--- src/rtl/muldiv_unit.sv ---
// muldiv_unit: radix-2 iterative HI/LO mul/div (MULT/MULTU/DIV/DIVU/MTHI/MTLO); in clk rst start op a b, out busy done hi lo
module muldiv_unit #(
  parameter int WIDTH = 32
) (
  input  logic             clk,
  input  logic             rst,
  input  logic             start,
  input  logic [2:0]       op,
  input  logic [WIDTH-1:0] a,
  input  logic [WIDTH-1:0] b,
  output logic             busy,
  output logic             done,
  output logic [WIDTH-1:0] hi,
  output logic [WIDTH-1:0] lo
);
  localparam int CW = $clog2(WIDTH + 1);
  typedef enum logic [1:0] {IDLE, RUN, FIN} state_t;
  state_t state;
  logic [CW-1:0] cnt;
  logic [2*WIDTH-1:0] prod, p_nx, m_res;
  logic [WIDTH-1:0] d, a_r, ma, mb, q_res, r_res;
  logic [WIDTH:0] s, t, df;
  logic ismul, neg, rneg, dz, sg, an, bn, ge;
  assign busy = state != IDLE;
  always_comb begin
    sg = op == 3'd1 || op == 3'd3;
    an = sg & a[WIDTH-1];
    bn = sg & b[WIDTH-1];
    ma = an ? -a : a;
    mb = bn ? -b : b;
    s = {1'b0, prod[2*WIDTH-1:WIDTH]} + (prod[0] ? {1'b0, d} : '0);
    t = prod[2*WIDTH-1:WIDTH-1];
    df = t - {1'b0, d};
    ge = t >= {1'b0, d};
    p_nx = ismul ? {s, prod[WIDTH-1:1]} : {ge ? df[WIDTH-1:0] : t[WIDTH-1:0], prod[WIDTH-2:0], ge};
    m_res = neg ? -p_nx : p_nx;
    q_res = dz ? '1 : neg ? -p_nx[WIDTH-1:0] : p_nx[WIDTH-1:0];
    r_res = dz ? a_r : rneg ? -p_nx[2*WIDTH-1:WIDTH] : p_nx[2*WIDTH-1:WIDTH];
  end
  always_ff @(posedge clk) begin
    if (rst) begin
      state <= IDLE;
      cnt <= '0;
      prod <= '0;
      d <= '0;
      a_r <= '0;
      hi <= '0;
      lo <= '0;
      done <= 1'b0;
      ismul <= 1'b0;
      neg <= 1'b0;
      rneg <= 1'b0;
      dz <= 1'b0;
    end else begin
      done <= 1'b0;
      case (state)
        IDLE: if (start) begin
          if (op inside {[3'd1:3'd4]}) begin
            state <= RUN;
            cnt <= CW'(WIDTH);
            ismul <= op <= 3'd2;
            neg <= an ^ bn;
            rneg <= an;
            dz <= b == '0;
            a_r <= a;
            d <= op <= 3'd2 ? ma : mb;
            prod <= {{WIDTH{1'b0}}, op <= 3'd2 ? mb : ma};
          end else if (op == 3'd5) hi <= a;
          else if (op == 3'd6) lo <= a;
        end
        RUN: begin
          prod <= p_nx;
          cnt <= cnt - 1'b1;
          if (cnt == CW'(1)) begin
            state <= FIN;
            done <= 1'b1;
            {hi, lo} <= ismul ? m_res : {r_res, q_res};
          end
        end
        default: state <= IDLE;
      endcase
    end
  end
endmodule
--- config.mk ---
export PLATFORM = sky130hd
export DESIGN_NAME = muldiv_unit
export DESIGN_NICKNAME = d
export VERILOG_FILES = /design/src/rtl/muldiv_unit.sv
export SDC_FILE = /design/constraint.sdc
export NUM_CORES = 1
export LEC_CHECK = 0
export BUFFER_PORTS_ARGS = -buffer_cell sky130_fd_sc_hd__clkbuf_2
export CAP_MARGIN = 20
export CELL_PAD_IN_SITES_DETAIL_PLACEMENT = 1
export CELL_PAD_IN_SITES_GLOBAL_PLACEMENT = 2
export CORE_MARGIN = 2
export CORE_UTILIZATION = 25
export CTS_CLUSTER_DIAMETER = 120
export CTS_CLUSTER_SIZE = 14
export DETAILED_ROUTE_END_ITERATION = 7
export GPL_TIMING_DRIVEN = 0
export PLACE_DENSITY_LB_ADDON = 0.1
export SYNTH_ARGS = -nofsm -noshare
export SYNTH_HDL_FRONTEND = slang
export SYNTH_SLANG_ARGS = --single-unit
--- constraint.sdc ---
create_clock -name clk -period 8.5 [get_ports clk]
set_input_delay 0.425 -clock clk [delete_from_list [all_inputs] [get_ports clk]]
set_output_delay 0.425 -clock clk [all_outputs]
set_load 0.05 [all_outputs]
# Yosys cells after proc, flatten, opt, wreduce, memory -nomap -nowiden
# Cells that the tools add are included.
# Widths: inputs -> output; s select.
word_totals:
  regBits: 205
  input_bits: 70
  out_inout_bits: 66
  wordCells: 88
classes:
  addsub: 8
  magnitude_cmp: 4
  n_eq_ne: 13
  bitwise: 4
  n_mux: 35
  reduce_logical: 12
ops:
  columns: ["cell", "n"]
  rows:
  - ["$mux 32", 19]
  - ["$mux 64", 5]
  - ["$neg 32->32", 4]
  - ["$pmux 32 s2", 2]
  - ["$pmux 64 s2", 1]
  - ["$neg 64->64", 1]
  - ["$add 32x32->33", 1]
  - ["$ge 33x32->1", 1]
  - ["$logic_not 32->1", 1]
  - ["$sub 32x32->32", 1]
  - ["$ne 2x2->1 const B", 7]
  - ["$mux 6", 2]
  - ["$pmux 6 s2", 1]
  - ["$reduce_and 3->1", 3]
  - ["$eq 3x3->1 const B", 2]
  - ["$eq 6x1->1 const B", 1]
  - ["$mux 2", 3]
  - ["$reduce_and 6->1", 1]
  - ["$sub 6x1->6 const B", 1]
  - ["$reduce_and 5->1", 1]
  - ["$pmux 2 s2", 1]
  - ["$reduce_bool 2->1", 2]
  - ["$eq 3x1->1 const B", 1]
  - ["$eq 3x2->1 const B", 1]
  - ["12 further kinds", 13]

# Logic depth before layout (Yosys ltp)
# Gate-level depths: netlist of the first run.
logic_depth:
  word_depth: 9
  ltp_mapped: 24
  depth_no_buf: 19

# Least setup slack after synthesis of the first run
# OpenSTA, ideal clock, no wires.
synth_timing:
  path_kind: "reg-to-reg"
  startpoint: "register d[10]"
  endpoint: "register hi[28]"
  stages_incl_launch_ff: 20
  t_required_ns: 8.378
  t_arrival_ns: 4.511
  synth_period_minus_slack_ns: 4.633
  path_slack_ns: 3.867
  path_buffers: 2
  setup_ns: 0.122
  path_cell_list: "dfxtp_1 > inv_1 > ha_1 > a21oi_1 > o21ai_1 > o41a_1 > o311ai_2 > buf_4 > nand3_2 > buf_4 > mux2i_2 > ha_1 > o211ai_1 > or4_1 > nor2_1 > nand2_1 > o41ai_2 > xnor2_1 > a211oi_1 > a311o_1"
synth_between:
  elab_chain_len: 9
  word_cells_on_any_way: 14
  cone_classes: "4 x add/sub; 1 x order compare; 9 x mux"
synth_rtl:
  columns: ["element", "line_no", "source"]
  rows:
  - ["start: declaration", "21", "logic [WIDTH-1:0] d, a_r, ma, mb, q_res, r_res;"]
  - ["start signal: assignment", "66", "d <= op <= 3'd2 ? ma : mb;"]
  - ["$mux 32 (tied with other cells)", "31", "s = {1'b0, prod[2*WIDTH-1:WIDTH]} + (prod[0] ? {1'b0, d} : '0);"]
  - ["$add 32x32->33 / $mux 32 (equally long branches)", "31, 35", null]
  - ["$mux 64 (*)", "35", "p_nx = ismul ? {s, prod[WIDTH-1:1]} : {ge ? df[WIDTH-1:0] : t[WIDTH-1:0], prod[WIDTH-2:0], ge};"]
  - ["$neg 32->32", "38", "r_res = dz ? a_r : rneg ? -p_nx[2*WIDTH-1:WIDTH] : p_nx[2*WIDTH-1:WIDTH];"]
  - ["$mux 32 (2 in a row)", "38", null]
  - ["$mux 64 (*)", "77", "{hi, lo} <= ismul ? m_res : {r_res, q_res};"]
  - ["$mux 32 (*)", "74", "if (cnt == CW'(1)) begin"]
  - ["$pmux 32 s2 (*)", "56", "case (state)"]
  - ["end signal: assignment", "77", null]
  - ["end: declaration", "13", "output logic [WIDTH-1:0] hi,"]
# Mark *: on every way between the ends. The rest lies on a longest branch, timed or not. The select of a mux whose other input is x is not followed.
# A chain may end at the register's enable or synchronous reset.

# Worst setup path after layout of the first run
layout_timing:
  startpoint: "register ismul"
  endpoint: "register hi[17]"
layout_between:
  elab_chain_len: 7
  word_cells_on_any_way: 9
  cone_classes: "2 x add/sub; 7 x mux"
layout_rtl:
  columns: ["element", "line_no", "source"]
  rows:
  - ["start: declaration", "23", "logic ismul, neg, rneg, dz, sg, an, bn, ge;"]
  - ["start signal: assignment", "50", "ismul <= 1'b0;"]
  - ["start signal: assignment", "61", "ismul <= op <= 3'd2;"]
  - ["$mux 64", "35", null]
  - ["$neg 32->32", "38", null]
  - ["$mux 32 (2 in a row)", "38", null]
  - ["$mux 64 (*)", "77", null]
  - ["$mux 32 (*)", "74", null]
  - ["$pmux 32 s2 (*)", "56", null]
# Marked as above.

==> results of run 1 <==
-- per-stage QoR --
| stage | instance area (um2) | utilization, % |
|---|---|---|
| final | 20550 | 28.65 |
| after global routing | 20550 | 28.65 |
| after CTS | 20520 | 28.61 |
| after detailed placement | 20010 | 27.89 |
| after global placement | 19980 | 27.86 |
| after floorplan | 18150 | - |
-- layout make-up --
cell class / count / share of cell area (%)
Tap cell: 950 / 5.783
Inverter: 72 / 1.315
Sequential cell: 205 / 19.97
Clock inverter: 3 / 0.1583
Clock buffer: 21 / 2.350
Buffer: 178 / 3.439
Multi-Input combinational cell: 2116 / 63.60
Timing Repair Buffer: 134 / 3.385
-- logic make-up (layout without fill, tap and decap cells) --
| family | after synthesis | count (layout) | share of synthesized area (%) |
|---|---|---|---|
| AOI/OAI and AO/OA | 836 | 836 | 29.64 |
| xor gates and xnor gates | 168 | 168 | 8.105 |
| adders and majority gates | 72 | 72 | 5.045 |
| buffers and inverters | 250 | 408 | 5.383 |
| DFF | 205 | 205 | 22.61 |
| muxes | 75 | 75 | 4.259 |
| and+or+nand+nor | 965 | 965 | 24.96 |
-- placed cells by master, fill, tap and decap left out, types with 72 or more instances in the layout --
cell      instances
a21oi_1         283
clkbuf_1        148
clkbuf_2        129
dfxtp_1         205
inv_1            72
nand2_1         376
nor2_1          222
o21ai_0         180
xnor2_1          90
xor2_1           78
-- power by group through the flow --
stage                     clock network, W  logic [W]  registers [W]
after floorplan                          0    0.00492        0.00122
after global placement                   0    0.00770        0.00127
after detailed placement                 0    0.00775        0.00127
after CTS                         0.000855    0.00780        0.00125
after global routing              0.000892    0.00843        0.00126
final                             0.000844    0.00798        0.00125
-- state kept, by name, indices dropped and copies added (netlist names) --
| name | flops |
|---|---|
| prod | 64 |
| a_r | 32 |
| d | 32 |
| hi | 32 |
| lo | 32 |
| cnt | 6 |
| state | 2 |
| done | 1 |
| dz | 1 |
| ismul | 1 |
| neg | 1 |
| rneg | 1 |
-- path summary, 6_finish.rpt --
path                               end  slack, ps  cells after the start  start
worst max register to register  hi[17]        820                     13  ismul
worst min register to register   hi[0]        460                      2  hi[0]
worst min-delay path            a_r[8]        280                      3   a[8]
worst max-delay path            hi[17]        820                     13  ismul
-- layer usage --
metal  GRT usage [%]  vias up
li1                -     9632
met1           37.40    10520
met2           50.11      606
met3           2.088      164
met4           12.57        0
met5               0        -
-- critical path: cells and delay by family (launching register included) --
family / cells / cell delay, ps
AO/OA/AOI/OAI: 2 / 620
buffers and inverters: 11 / 6620
flip-flops: 1 / 310
==> impl_results.md, run 1 <==
* Status: finished clean
* Pwr/cell area at 490.2 nW/um2
* Non-filler cells, final at 3,679
* Multi-input gate area at 13,070 um2
* H-tree levels at 1
* Syn_nets at 2,713
* Final period utilization at 90.33%
* Mapped Area at 18,150 um2
* Global route overflow at 0
* Setup crit start kind: flip-flop
* Main synth FF type: dfxtp_1
* TritonCTS buffer count at 19
* Sw Pwr at 0.006216 W
* Total GRT Usage at 29.14%
* Num rows at 98
* Most common cell in the netlist: nand2_1
* WL/cell at 30.21 um
* Synth top area share at 22.61%
* Slew @ Worst Pin at 1165 ps
* Routed wl met2 at 53.14 mm
* Synth Register Bits at 205
* TNS Setup at 0 ps
* Gate count of the mapped netlist at 2,571
* Rel. slew slack at 21.90%
* Crit path largest cell delay at 920 ps
* Share of cells above drive strength 1 at 8.428%
* Uppermost layer routed: met4
* Hold Buf Count CTS at 0
* RePlAce Congestion at 0.9239
* Critical Path Most Common Cell: buf_2
* Vias per inst at 5.686
* Skew-Pair Late Insertion Delay at 560 ps
* Layout fillers at 8,938
* CP Capture Type: flip-flop
* Routed WL at 111.1 mm
* PortBufs at 128
* Initial antenna violation count at 2
* Post-CTS setup buffer count at 0
* Leakage power at 7.535 nW
* Clock power frac at 8.4%
* Net count, final at 2,868
* RSZ-0062 raised after global routing: false
* Final worst setup slack at 822.4 ps
* Sequential share of the synthesized area at 22.61%
* Pin count of the biggest net entering global routing at 15
* Critical path's slowest cell: clkbuf_1
* Die width at 273.5 um
* Async SR Flop Fraction at 0%
* Post-route ant nets at 0
* Power Total at 0.01008 W
* Distinct cells, synth at 100
* Synth cell count leaders: 376 x nand2_1, 283 x a21oi_1, 222 x nor2_1, 205 x dfxtp_1, 180 x o21ai_0
* Root Buffer: clkbuf_16
* Vias in the first global route at 21,430
* Reg area at 4104 um2
* Sw frac at 61.69%
* Placed Cells incl. Taps at 3,652
* Via count at 20,920
* # DRC at 0
* PostCTS Resize Cnt at 0
* Antenna Cells at 0
* Number of synthesized flops with an enable pin at 0
* HPWL Detailed at 92.28 mm
* Main area contributors after synthesis: dfxtp_1 23%, a21oi_1 7.8%, nand2_1 7.8%, o21ai_0 5.0%, ha_1 4.8%
* CP Data Required Time at 8950 ps
* CTS tree: done
* Sequential Power Share at 12.4%
* WP data arrival at 8130 ps
* Core footprint at 71,730 um2
* Combinational share of power at 79.2%
* Max-slew violation count at 0
* Ys Warns at 0
* Crit Path Class: flip-flop to flip-flop
* VDD IR-drop max at 0.2962 mV
* DR iter-0 viols at 1,588
* Highest clock rate at 130.2 MHz
* # setup viols final at 0
* M1 wire length at 48.24 mm
* Clock-pin slew on the worst setup and hold paths at 80 ps
* Fin Clk Skew at 56.23 ps
* Starting density of the core at 25.31%
* Power Internal at 0.003860 W
* Maximum Capacitance Violations at 0
* Die area at 74,790 um2
* CTS max path bufs at 3
* Clk sinks at 205
* IO Count at 136
* DP Worst Slack at 969.4 ps
* Critical Path Fanout Max at 10
* Tmin final at 7678 ps
* Hold Fails Final Rpt at 0
* WL met3 at 4.441 mm
* Crit path cell chain: clkbuf_1, clkbuf_1, buf_2, buf_2, buf_2, buf_1, clkbuf_1, buf_2, buf_1, buf_2, buf_1, a22oi_1, a211oi_1
* First-pass GRT wire length at 158.0 mm
* Drt first pass iters at 5
* Min Hold Slack at 276.4 ps
* Mean Syn Cell Area at 7.061 um2
* P&R area growth vs syn at 13.22%
* Leading area contributor after synthesis: dfxtp_1
* Hold WC Path Type: primary input to flip-flop
* Die height at 273.5 um
Note: power is estimated with default switching activity, not from simulation.
==> run 2: changes to the inputs <==
- ABC_AREA: unset -> 0
- GPL_ROUTABILITY_DRIVEN: unset -> 0
- RECOVER_POWER: unset -> 25
==> impl_results.md, run 2 (same netlist as run 1, synthesis figures left out) <==
* Share of cells above drive strength 1 at 5.973% (was 8.428%)
* P&R area growth vs syn at 12.87% (was 13.22%)
* Final Cell Area at 20,490 um2 (was 20,550 um2)
* Global route overflow at 0 (unchanged)
* HPWL Detailed at 91.92 mm (was 92.28 mm)
* Placed Area at 20,030 um2 (was 20,010 um2)
* PortBufs at 128 (unchanged)
* CTS max path bufs at 3 (unchanged)
* Final period utilization at 88.42% (was 90.33%)
* Placed Cells incl. Taps at 3,653 (was 3,652)
* WP data arrival at 7980 ps (was 8130 ps)
* Hold Fails Final Rpt at 0 (unchanged)
* Critical Path Fanout Max at 10 (unchanged)
* IO Count at 136 (unchanged)
* Via count at 20,970 (was 20,920)
* Vias in the first global route at 21,120 (was 21,430)
* PostCTS Resize Cnt at 0 (unchanged)
* Leakage power at 7.318 nW (was 7.535 nW)
* Post-route ant nets at 0 (unchanged)
* Total GRT Usage at 28.84% (was 29.14%)
* Drt first pass iters at 5 (unchanged)
* Post-CTS setup buffer count at 0 (unchanged)
* Num rows at 98 (unchanged)
* CP Capture Type: flip-flop (unchanged)
* CP Data Required Time at 8960 ps (was 8950 ps)
* DR iter-0 viols at 1,475 (was 1,588)
* Root Buffer: clkbuf_16 (unchanged)
* Max-slew violation count at 0 (unchanged)
* Routed WL at 110.8 mm (was 111.1 mm)
* TNS Setup at 0 ps (unchanged)
* Biggest register: prod (unchanged)
* Pwr/cell area at 491.1 nW/um2 (was 490.2 nW/um2)
* Clock-pin slew on the worst setup and hold paths at 90 ps (was 80 ps)
* Tmin final at 7516 ps (was 7678 ps)
* Hold Buf Count CTS at 0 (unchanged)
* Rel. slew slack at 17.48% (was 21.90%)
* Setup crit start kind: flip-flop (unchanged)
* Die height at 273.5 um (unchanged)
* Non-filler cells, final at 3,679 (unchanged)
* WL/cell at 30.11 um (was 30.21 um)
* Fin Clk Skew at 60.51 ps (was 56.23 ps)
* Most frequent cells in the layout: 376 x nand2_1, 283 x a21oi_1, 222 x nor2_1, 215 x clkbuf_1, 205 x dfxtp_1 (was 376 x nand2_1, 283 x a21oi_1, 222 x nor2_1, 205 x dfxtp_1, 180 x o21ai_0)
* Pin count of the biggest net entering global routing at 15 (unchanged)
* VDD IR-drop max at 0.2539 mV (was 0.2962 mV)
* H-tree levels at 1 (unchanged)
* First-pass GRT wire length at 156.3 mm (was 158.0 mm)
* Crit Path Class: flip-flop to flip-flop (unchanged)
* Core Util, Final at 28.56% (was 28.65%)
* Die width at 273.5 um (unchanged)
* DP Worst Slack at 1301 ps (was 969.4 ps)
* # setup viols final at 0 (unchanged)
* Die area at 74,790 um2 (unchanged)
* Skew-Pair Late Insertion Delay at 560 ps (about the same)
* Maximum Capacitance Violations at 0 (unchanged)
* Net count, final at 2,867 (was 2,868)
* Commonest non-fill, non-tap cell in the layout: nand2_1 (unchanged)
* Status: finished clean (unchanged)
* Starting density of the core at 25.31% (unchanged)
* Core footprint at 71,730 um2 (unchanged)
* Hold WC Path Type: primary input to flip-flop (unchanged)
* CTS tree: done (unchanged)
* Slew @ Worst Pin at 1230 ps (was 1165 ps)
* Clk sinks at 205 (unchanged)
* Vias per inst at 5.699 (was 5.686)
* Initial antenna violation count at 1 (was 2)
* Highest clock rate at 133.1 MHz (was 130.2 MHz)
* Final worst setup slack at 984.4 ps (was 822.4 ps)
* RSZ-0062 raised after global routing: false (unchanged)
* TritonCTS buffer count at 19 (unchanged)
* # DRC at 0 (unchanged)
* Antenna Cells at 0 (unchanged)
* Number of flip-flops in the largest register at 64 (unchanged)
[run 2: cell types whose count changed in the layout (fill, tap and decap cells not counted)]
cell and delta:
clkinvlp_4 -1, buf_16 +1, clkbuf_1 +67, clkbuf_2 -67, clkinv_2 +1, buf_6 -1, clkbuf_8 +1, buf_4 -1
[run 2: layer usage]
layer	up-vias	GRT usage, %	wire length (um)
met2	595	49.65	52840
met1	10610	36.63	47610
li1	9628	-	-
met4	0	12.24	5275
met5	-	0	0
met3	140	2.711	5059
[run 2: path summary, 6_finish.rpt]
path         startpoint  endpoint  slack [ps]  cells past startpoint
max               ismul    hi[27]         980                     14
min                a[5]    a_r[5]         250                      3
max reg2reg       ismul    hi[27]         980                     14
min reg2reg       hi[0]     hi[0]         460                      2
[run 2: power by group]
group,total (W),internal [W],switching [W]
Sequential,0.00125,0.00106,0.000186
Clock,0.000854,0.000417,0.000438
Combinational,0.00796,0.00238,0.00558
Total,0.0101,0.00386,0.00620
[run 2: per-stage QoR]
step	hold slack [ps]	power, W
after floorplan	433.2	0.006143
after global placement	441.7	0.008921
after detailed placement	447.8	0.008993
after CTS	246.0	0.009875
after global routing	258.1	0.01057
final	249.1	0.01006
[run 2: worst max-delay path: stages (launching register included)]
cell	delay [ps]
dfxtp_1	320
clkbuf_1	580
clkbuf_1	720
buf_2	480
buf_1	860
clkbuf_1	900
mux2_2	490
nor2_1	430
nand4_1	690
nor4_1	680
and4_1	370
a31oi_1	130
xnor2_1	420
nand2_1	130
a211oi_1	220
[run 2: cell type report]
cell class                 instances  area, um2
clock inverter                     3      30.03
multi-input combinational       2116      13070
sequential                       205       4104
tap                              950       1189
fill                            8959      51240
inverter                          72      270.3
buffer                           178      706.9
clock buffer                      22      496.7
timing repair buffer             133      620.6
==> run 3: changes to the inputs <==
- CORE_MARGIN: 2 -> 3
- REMOVE_ABC_BUFFERS: unset -> 1
==> impl_results.md, run 3 (same netlist as run 1, synthesis figures left out) <==
* DR iter-0 viols at 1,343 (was 1,475)
* Power Internal at 0.003877 W (was 0.003859 W)
* Reg2reg path depth at 18 (was 14)
* Fin Clk Skew at 15.64 ps (was 60.51 ps)
* Drt first pass iters at 6 (was 5)
* Crit path largest cell delay at 740 ps (was 900 ps)
* Failing checks: capacitance limit, slew limit
* RSZ-0062 raised after global routing: false (unchanged)
* Pin count of the biggest net entering global routing at 114 (was 15)
* Setup crit start: d[10] (was ismul)
* Root Buffer: clkbuf_16 (unchanged)
* Net count, final at 2,718 (was 2,867)
* Setup crit start kind: flip-flop (unchanged)
* Skew-Pair Late Insertion Delay at 530 ps (was 560 ps)
* VDD IR-drop max at 0.3215 mV (was 0.2539 mV)
* Crit Path Class: flip-flop to flip-flop (unchanged)
* Min Hold Slack at 199.4 ps (was 249.1 ps)
* Vias per inst at 5.559 (was 5.699)
* Slew @ Worst Pin at 2220 ps (was 1230 ps)
* Cells on Worst Hold Path at 3 (unchanged)
* Critical Path Fanout Max at 22 (was 10)
* Crit path cell chain: inv_1, ha_1, a21oi_1, o21ai_1, o41a_1, o311ai_2, buf_4, nand3_2, mux2i_2, ha_1, o211ai_1, or4_1, nor2_1, and3_1, a31oi_1, xnor2_1, o21ai_0, a311oi_1 (was clkbuf_1, clkbuf_1, buf_2, buf_1, clkbuf_1, mux2_2, nor2_1, nand4_1, nor4_1, and4_1, a31oi_1, xnor2_1, nand2_1, a211oi_1)
* WL/cell at 25.11 um (was 30.11 um)
* CTS tree: done (unchanged)
* Biggest register: prod (unchanged)
* # DRC at 0 (unchanged)
* CP Data Required Time at 8880 ps (was 8960 ps)
* Maximum Capacitance Violations at 2 (was 0)
* Highest clock rate at 132.6 MHz (was 133.1 MHz)
* R2R Setup Slk at 960 ps (was 980 ps)
* Critical path's slowest cell: mux2i_2 (was clkbuf_1)
* HPWL Detailed at 69.43 mm (was 91.92 mm)
* Clock power frac at 8.5% (about the same)
* Hold Path Sink: a_r[29] (was a_r[5])
* Die area at 75,880 um2 (was 74,790 um2)
* Critical Path Most Common Cell: ha_1 (was clkbuf_1)
* Starting density of the core at 25.31% (unchanged)
* Final period utilization at 88.75% (was 88.42%)
* CTS max path bufs at 3 (unchanged)
* Worst reg2reg endpoint: hi[14] (was hi[27])
* Clk sinks at 205 (unchanged)
* Share of cells above drive strength 1 at 7.295% (was 5.973%)
* PostCTS Resize Cnt at 0 (unchanged)
* Commonest non-fill, non-tap cell in the layout: nand2_1 (unchanged)
* Leakage power at 7.319 nW (was 7.318 nW)
* Rel. slew slack at -48.57% (was 17.48%)
* CP Capture Type: flip-flop (unchanged)
* Hold Buf Count CTS at 0 (unchanged)
* Pwr/cell area at 471.2 nW/um2 (was 491.1 nW/um2)
* Clock-pin slew on the worst setup and hold paths at 70 ps (was 90 ps)
* Die height at 275.5 um (was 273.5 um)
* Via count at 19,610 (was 20,970)
* Worst R2R Start: d[10] (was ismul)
* Total GRT Usage at 22.87% (was 28.84%)
* PortBufs at 135 (was 128)
* Sequential Power Share at 12.7% (was 12.4%)
* Tmin final at 7544 ps (was 7516 ps)
* Number of flip-flops in the largest register at 64 (unchanged)
* Max-slew violation count at 46 (was 0)
* IO Count at 136 (unchanged)
* Status: finished, violations left (was finished clean)
* Initial antenna violation count at 0 (was 1)
* P&R area growth vs syn at 12.25% (was 12.87%)
* Sw frac at 59.62% (was 61.65%)
* Vias in the first global route at 19,830 (was 21,120)
* Hold Fails Final Rpt at 0 (unchanged)
* # setup viols final at 0 (unchanged)
* Layout fillers at 8,863 (was 8,959)
* Global route overflow at 0 (unchanged)
* Combinational share of power at 78.8% (was 79.1%)
* TritonCTS buffer count at 18 (was 19)
* Most frequent cells in the layout: 376 x nand2_1, 280 x a21oi_1, 220 x nor2_1, 203 x dfxtp_1, 180 x o21ai_0 (was 376 x nand2_1, 283 x a21oi_1, 222 x nor2_1, 215 x clkbuf_1, 205 x dfxtp_1)
* Post-route ant nets at 0 (unchanged)
* Num rows at 98 (unchanged)
* Post-CTS setup buffer count at 0 (unchanged)
* Power Total at 0.009601 W (was 0.01006 W)
* WP data arrival at 7920 ps (was 7980 ps)
* H-tree levels at 1 (unchanged)
* Core footprint at 71,730 um2 (unchanged)
* Routed WL at 88.60 mm (was 110.8 mm)
* Sw Pwr at 0.005724 W (was 0.006203 W)
* First-pass GRT wire length at 132.3 mm (was 156.3 mm)
* Hold WC Path Type: primary input to flip-flop (unchanged)
* Die width at 275.5 um (was 273.5 um)
* HP Start: a[29] (was a[5])
run 3: final cells by class:
cell class                 count  area, um2  share of cell area (%)
tap                          950       1189                   5.833
inverter                      72      270.3                   1.326
clock inverter                 1      7.507                 0.03684
multi-input combinational   2116      13140                   64.50
antenna                        1      2.502                 0.01228
timing repair buffer         163       1177                   5.778
sequential                   205       4109                   20.16
clock buffer                  20      479.2                   2.352
run 3: how the worst max path moves through the flow:
stage                         to  cells past startpoint
after global routing      hi[14]                     18
after global placement    hi[25]                     12
after detailed placement  hi[14]                     18
final                     hi[14]                     18
after floorplan           hi[27]                     12
after CTS                 hi[14]                     18
run 3: critical path, delay by kind of cell (launching register included):
family | cells | cell delay (ps)
simple gates | 4 | 2070
xor+xnor | 1 | 220
fa+ha+maj | 2 | 710
flops | 1 | 500
mux | 1 | 740
buf+inv | 2 | 370
compound gates | 8 | 2750
run 3: stage by stage:
stage | utilization [%] | TNS (ps) | instances | cell area (um2) | worst slack [ps]
after floorplan | - | 0 | 2393 | 17450 | 351.9
final | 28.41 | 0 | 3528 | 20380 | 955.9
after global routing | 28.40 | 0 | 3527 | 20370 | 774.4
after detailed placement | 27.83 | 0 | 3504 | 19960 | 1023
after global placement | 26.92 | -370220 | 3478 | 19310 | -5771
after CTS | 28.51 | 0 | 3525 | 20450 | 991.0
run 3: power groups by stage:
stage	logic, W	clock network (W)	registers (W)
6_report	0.00757	0.000819	0.00122
5_1_grt	0.00818	0.000890	0.00123
4_1_cts	0.00752	0.000862	0.00122
3_5_place_dp	0.00746	0	0.00124
3_3_place_gp	0.00726	0	0.00125
2_1_floorplan	0.00476	0	0.00123
run 3: metal layers:
metal | part of all wire [%] | track usage (%) | vias to the layer above
met5 | 0 | 0 | -
met4 | 2.2 | 5.170 | 0
met3 | 3.3 | 1.756 | 71
met2 | 46 | 37.97 | 369
met1 | 48 | 32.19 | 9829
li1 | - | - | 9342
